<file path="config.mk">
export PLATFORM = sky130hd
export DESIGN_NAME = div_sqrt_issue_ctrl_mvp
export DESIGN_NICKNAME = d
export VERILOG_FILES = /design/src/rtl/div_sqrt_issue_ctrl_mvp.sv
export SDC_FILE = /design/constraint.sdc
export NUM_CORES = 1
export LEC_CHECK = 0
export BUFFER_PORTS_ARGS = -buffer_cell sky130_fd_sc_hd__buf_2
export CAP_MARGIN = 20
export CORE_MARGIN = 4
export CORE_UTILIZATION = 42
export DETAILED_ROUTE_END_ITERATION = 7
export GPL_ROUTABILITY_DRIVEN = 0
export PLACE_DENSITY_LB_ADDON = 0.15
export SYNTH_ARGS = -nofsm -noshare
export SYNTH_HDL_FRONTEND = slang
export SYNTH_SLANG_ARGS = --single-unit
</file>
<file path="constraint.sdc">
create_clock -name Clk_CI -period 1.7 [get_ports Clk_CI]
set_input_delay 0.085 -clock Clk_CI [delete_from_list [all_inputs] [get_ports Clk_CI]]
set_output_delay 0.085 -clock Clk_CI [all_outputs]
set_load 0.03 [all_outputs]
</file>
<file path="src/rtl/div_sqrt_issue_ctrl_mvp.sv">
// Issue/sequencing controller for the iterative div/sqrt unit: accepts one op,
// runs the iteration datapath for a format-dependent count, and holds the rounded result.
module div_sqrt_issue_ctrl_mvp #(
  parameter int ITER_PER_CYCLE = 1,
  parameter int PREC_W         = 6
) (
  input  logic              Clk_CI,
  input  logic              Rst_SI,
  input  logic              Kill_SI,
  input  logic              In_valid_SI,
  output logic              In_ready_SO,
  input  logic              Sqrt_SI,
  input  logic [1:0]        Fmt_SI,
  input  logic [2:0]        RM_SI,
  input  logic [PREC_W-1:0] Prec_ctl_SI,
  input  logic              Special_SI,
  output logic              Load_SO,
  output logic              Iter_en_SO,
  output logic [5:0]        Iter_cnt_DO,
  output logic              Div_enable_SO,
  output logic              Sqrt_enable_SO,
  output logic              FP32_SO,
  output logic              FP64_SO,
  output logic              FP16_SO,
  output logic              FP16ALT_SO,
  output logic [2:0]        RM_SO,
  output logic              Full_precision_SO,
  input  logic [63:0]       Result_DI,
  input  logic [4:0]        Fflags_DI,
  output logic              Out_valid_SO,
  input  logic              Out_ready_SI,
  output logic [63:0]       Result_DO,
  output logic [4:0]        Fflags_DO,
  output logic              Busy_SO
);

  typedef enum logic [1:0] {IDLE, ITER, NORM, DONE} state_e;

  state_e state;
  logic   accept;
  logic   full_prec;
  int     qfull, prec_i, q_i, n_i;

  assign In_ready_SO = (state == IDLE) && !Kill_SI;
  assign accept      = In_valid_SI && In_ready_SO;
  assign Load_SO     = accept;
  assign Busy_SO     = (state != IDLE);

  // Quotient bits per format: mantissa + hidden bit + 2 guard bits.
  always_comb begin
    qfull = 26;
    case (Fmt_SI)
      2'b00: qfull = 26;
      2'b01: qfull = 55;
      2'b10: qfull = 13;
      2'b11: qfull = 10;
      default: qfull = 26;
    endcase
  end

  always_comb begin
    prec_i    = int'(Prec_ctl_SI);
    full_prec = (prec_i == 0) || (prec_i >= qfull);
    q_i       = full_prec ? qfull : prec_i;
    n_i       = (q_i + ITER_PER_CYCLE - 1) / ITER_PER_CYCLE;
    if (n_i < 1) n_i = 1;
  end

  always_ff @(posedge Clk_CI) begin
    if (Rst_SI) begin
      state             <= IDLE;
      Iter_en_SO        <= 1'b0;
      Iter_cnt_DO       <= '0;
      Div_enable_SO     <= 1'b0;
      Sqrt_enable_SO    <= 1'b0;
      FP32_SO           <= 1'b0;
      FP64_SO           <= 1'b0;
      FP16_SO           <= 1'b0;
      FP16ALT_SO        <= 1'b0;
      RM_SO             <= '0;
      Full_precision_SO <= 1'b0;
      Out_valid_SO      <= 1'b0;
      Result_DO         <= '0;
      Fflags_DO         <= '0;
    end else if (Kill_SI) begin
      // Abort wherever we are; any pending result is simply discarded.
      state        <= IDLE;
      Iter_en_SO   <= 1'b0;
      Iter_cnt_DO  <= '0;
      Out_valid_SO <= 1'b0;
    end else begin
      case (state)
        IDLE: if (accept) begin
          Div_enable_SO     <= !Sqrt_SI;
          Sqrt_enable_SO    <= Sqrt_SI;
          FP32_SO           <= (Fmt_SI == 2'b00);
          FP64_SO           <= (Fmt_SI == 2'b01);
          FP16_SO           <= (Fmt_SI == 2'b10);
          FP16ALT_SO        <= (Fmt_SI == 2'b11);
          RM_SO             <= RM_SI;
          Full_precision_SO <= full_prec;
          if (Special_SI) begin
            state <= NORM;
          end else begin
            state       <= ITER;
            Iter_en_SO  <= 1'b1;
            Iter_cnt_DO <= 6'(n_i);
          end
        end
        ITER: begin
          if (Iter_cnt_DO == 6'd1) begin
            state       <= NORM;
            Iter_en_SO  <= 1'b0;
            Iter_cnt_DO <= '0;
          end else begin
            Iter_cnt_DO <= Iter_cnt_DO - 6'd1;
          end
        end
        NORM: begin
          Result_DO    <= Result_DI;
          Fflags_DO    <= Fflags_DI;
          Out_valid_SO <= 1'b1;
          state        <= DONE;
        end
        DONE: if (Out_ready_SI) begin
          Out_valid_SO <= 1'b0;
          state        <= IDLE;
        end
        default: state <= IDLE;
      endcase
    end
  end

endmodule

</file>
==> impl_metrics.csv <==
group,metric,value,unit
sta,skew,18.0,ps
run_status,status,"complete, no violations",
setup_path,cp_top_family,"compound AO/OA/AOI/OAI gates",
clock_network,tritoncts.num_buffers,9,
sta,fin_crit_sh,94.7,%
sta,tns,0,ps
final_layout,nFillCells,728,
grt,antenna_found_initial,0,
clock_network,clock_latency,350,ps
clock_network,clk_pin_slew,100,ps
sta,setup_ws,90.8,ps
synthesis,synth_edf_count,0,
placement,pre_cts_ws,-265,ps
clock_network,ctsLongestPathBuffers,2,
pwr,p_comb_share,21.2,%
grt,grt_max_degree,43,
drt,wl_per_cell,13.9,um
final_layout,layoutNonFillerInstCount,838,
synthesis,synth-seq-area-share,47.7,%
final_layout,fin_util,67.5,%
hold_path,holdCritPathClass,"primary input to flop",
pwr,switching_share,30.0,%
final_layout,nets,829,
setup_path,crit_chain,"inv_2 > ha_4 > nand4bb_1 > nand2_1 > nand3_1 > o41a_1 > o221ai_1",
sta,worst_pin_slew,438,ps
pwr,share_seq_of_total_power,48.9,%
clock_network,clockRootBuffer,"clkbuf_8",
setup_path,crit_type,"flop to flop",
clock_network,h-tree-depth,3,
placement,dp.final_hpwl,7810,um
run,drv_cap,0,
sta,maxSlewHeadroom,70.8,%
setup_path,critPathMaxFanout,7,
placement,io_buffers,176,
floorplanning,io-pin-count,177,
synthesis,ys.flop_type,"dfxtp_1",
hold_path,whs_path_depth,3,
pwr,p_int,3.13,mW
sta,fmax,0.621,GHz
pwr,p_switching,1.34,mW
synthesis,synth_cells,470,
synthesis,synth_cell_type_count,48,
setup_path,critPathBufInv,1,
setup_path,cp-end-kind,"flop",
setup_path,reg2reg_depth,7,
synthesis,synthTopCellsByArea,"dfxtp_1, nand2_1, a21oi_1",
synthesis,yosysTopAreaCellShare,47.7,%
synthesis,yosysWarnings,0,
final_layout,antenna_cells,0,
drt,wirelength,11700,um
pwr,clkPwrFrac,29.8,%
setup_path,cp_slowest_cell,"dfxtp_2",
synthesis,syn_area,3730,um^2
sta,rsz0062_at_grt,"yes",
synthesis,syn_nets,574,
synthesis,synth.most_common_cell,"nand2_1",
drt,detail-route-antenna-nets,0,
synthesis,ys_ff_latch,89,
floorplanning,initial_core_util,43.0,%
grt,grt_pass1_wl,18100,um
sta,finalSetupViolCount,0,
floorplanning,core,8680,um^2
clock_network,cts_tree,"yes",
drt,via_per_inst,4.89,
setup_path,worstSetupEndpoint,"Iter_cnt_DO[5]",
floorplanning,die_x,102,um
setup_path,critPathLaunchType,"flop",
floorplanning,dieHeight,102,um
grt,overflow,0,
pwr,powerDensity,764,nW/um^2
synthesis,synth.largest_area_cell,"dfxtp_1",
sta,finalCriticalPeriod,1610,ps
floorplanning,rows,34,
setup_path,cpPeakStageDelay,350,ps
setup_path,worstSetupStartpoint,"state[1]",
floorplanning,dieArea,10500,um^2
setup_path,r2r_end,"Iter_cnt_DO[5]",
synthesis,avgSynthCellArea,7.94,um^2
setup_path,required,1970,ps
drt,drtIter0Drc,123,
grt,grt_pass1_vias,3940,
pwr,total_power,4.48,mW
setup_path,rrSetupSlack,90,ps
setup_path,cp.arrival,1880,ps
pwr,p_leak,2.63,nW
pwr,peakVddDrop,0.437,mV
setup_path,critical_path.reg2reg.startpoint,"state[1]",
clock_network,clock_sinks,89,
setup_path,worst-path-stages,7,
grt,grt.total_usage,21.6,%
synthesis,async_reset_ff_share,0,%
drt,vias,4100,
placement,dp.cells,746,
sta,hold_viol,0,
synthesis,synth_top_cells_by_count,"nand2_1, dfxtp_1, a21oi_1",
sta,slew_violations,0,
drt,drt_pass1_iterations,4,
final_layout,syn_to_final_growth,56.9,%
final_layout,final_layout_size_suffix_gt1_share,33.0,%
drt,drc,0,
## cell usage in the layout, fill, tap and decap left out, drive strengths merged, types with 2 or more instances in the layout
master and instances:
nand3 4, nand2b 3, dfxtp 89, nor4 2
o21a 3, o21ai 6, nor3 3, clkbuf 10
or2 2, ha 17, clkinv 3, mux2i 2
buf 203, o211ai 4, a221o 2, clkinvlp 2
a211oi 4, a31oi 2, nand2 158, dlygate4sd3 73
o41ai 2, nand4 4, inv 17, nor2 12
o22a 2, a21oi 84
## layout make-up
| cell class | instances | area, um^2 | share of cell area, % |
|---|---|---|---|
| repair buffers | 276 | 1870 | 31.9 |
| multi-input cells | 333 | 1830 | 31.2 |
| flip-flops and latches | 89 | 1780 | 30.5 |
| well taps | 108 | 135 | 2.31 |
| clock buffers | 10 | 128 | 2.18 |
| inverters | 16 | 62.6 | 1.07 |
| clock inverters | 6 | 53.8 | 0.918 |
## state kept, by name (all words and copies together), names as in the netlist
register           count
state                  2
FP16_SO                1
Div_enable_SO          1
FP16ALT_SO             1
FP32_SO                1
RM_SO                  3
FP64_SO                1
Full_precision_SO      1
Result_DO             64
Out_valid_SO           1
Iter_en_SO             1
Iter_cnt_DO            6
Sqrt_enable_SO         1
Fflags_DO              5
## power by group through the flow
| stage | combinational (mW) | clock (mW) | sequential, mW |
|---|---|---|---|
| floorplan | 0.359 | 0 | 2.36 |
| global placement | 0.775 | 0 | 2.23 |
| detailed placement | 0.789 | 0 | 2.24 |
| CTS | 0.926 | 1.39 | 2.19 |
| global route | 1.04 | 1.45 | 2.20 |
| finish | 0.951 | 1.34 | 2.19 |
## cells by family (layout without fill, tap and decap cells)
logic type | after synthesis | after routing | share of synthesized area (%)
multiplexers | 2 | 2 | 0.536
adder cells (fa/ha/maj) | 17 | 17 | 5.70
AND/OR/NAND/NOR | 193 | 193 | 21.3
flip-flops | 89 | 89 | 47.7
XOR/XNOR | 2 | 2 | 0.469
buffers and inverters | 48 | 308 | 5.50
AO/OA/AOI/OAI | 119 | 119 | 18.8
## worst min-delay path by stage
stage	from	to	slack (ps)
after floorplan	Kill_SI	In_ready_SO	210
after global placement	Result_DI[26]	Result_DO[26]	320
after detailed placement	RM_SI[0]	RM_SO[0]	330
after CTS	Prec_ctl_SI[1]	Iter_cnt_DO[1]	2
after global routing	Result_DI[15]	Result_DO[15]	2
final	Prec_ctl_SI[1]	Iter_cnt_DO[1]	10
## worst register-to-register path, delay by kind of cell (launching register included)
| family | cells | cell delay [ps] |
|---|---|---|
| AOI/OAI and AO/OA | 2 | 520 |
| adders and majority gates | 1 | 170 |
| buffers and inverters | 1 | 90 |
| DFF | 1 | 350 |
| and+or+nand+nor | 3 | 410 |
## layer usage
metal  vias up  wire (um)  GRT usage (%)
met5         -          0              0
met4         0        227           7.57
met3        18        870           6.08
met2       166       5770           37.2
met1      1841       4800           25.7
li1       2075          -              -
## metrics by stage
| step | instance area (um^2) | hold WS, ps |
|---|---|---|
| after floorplan | 3780 | 213 |
| after global placement | 4900 | 324 |
| after detailed placement | 4900 | 331 |
| after CTS | 5810 | 2.20 |
| after global routing | 5860 | 1.55 |
| final | 5860 | 11.7 |
## timing repair
action | in CTS | in global routing
pin swaps | 0 | 3
hold buffers | 72 | 1
setup buffers | 1 | 2
resized for setup | 3 | 11
endpoints found under the hold margin | 72 | 1
endpoints found under the setup margin | 1 | 8
(Power assumes the default switching activity.)
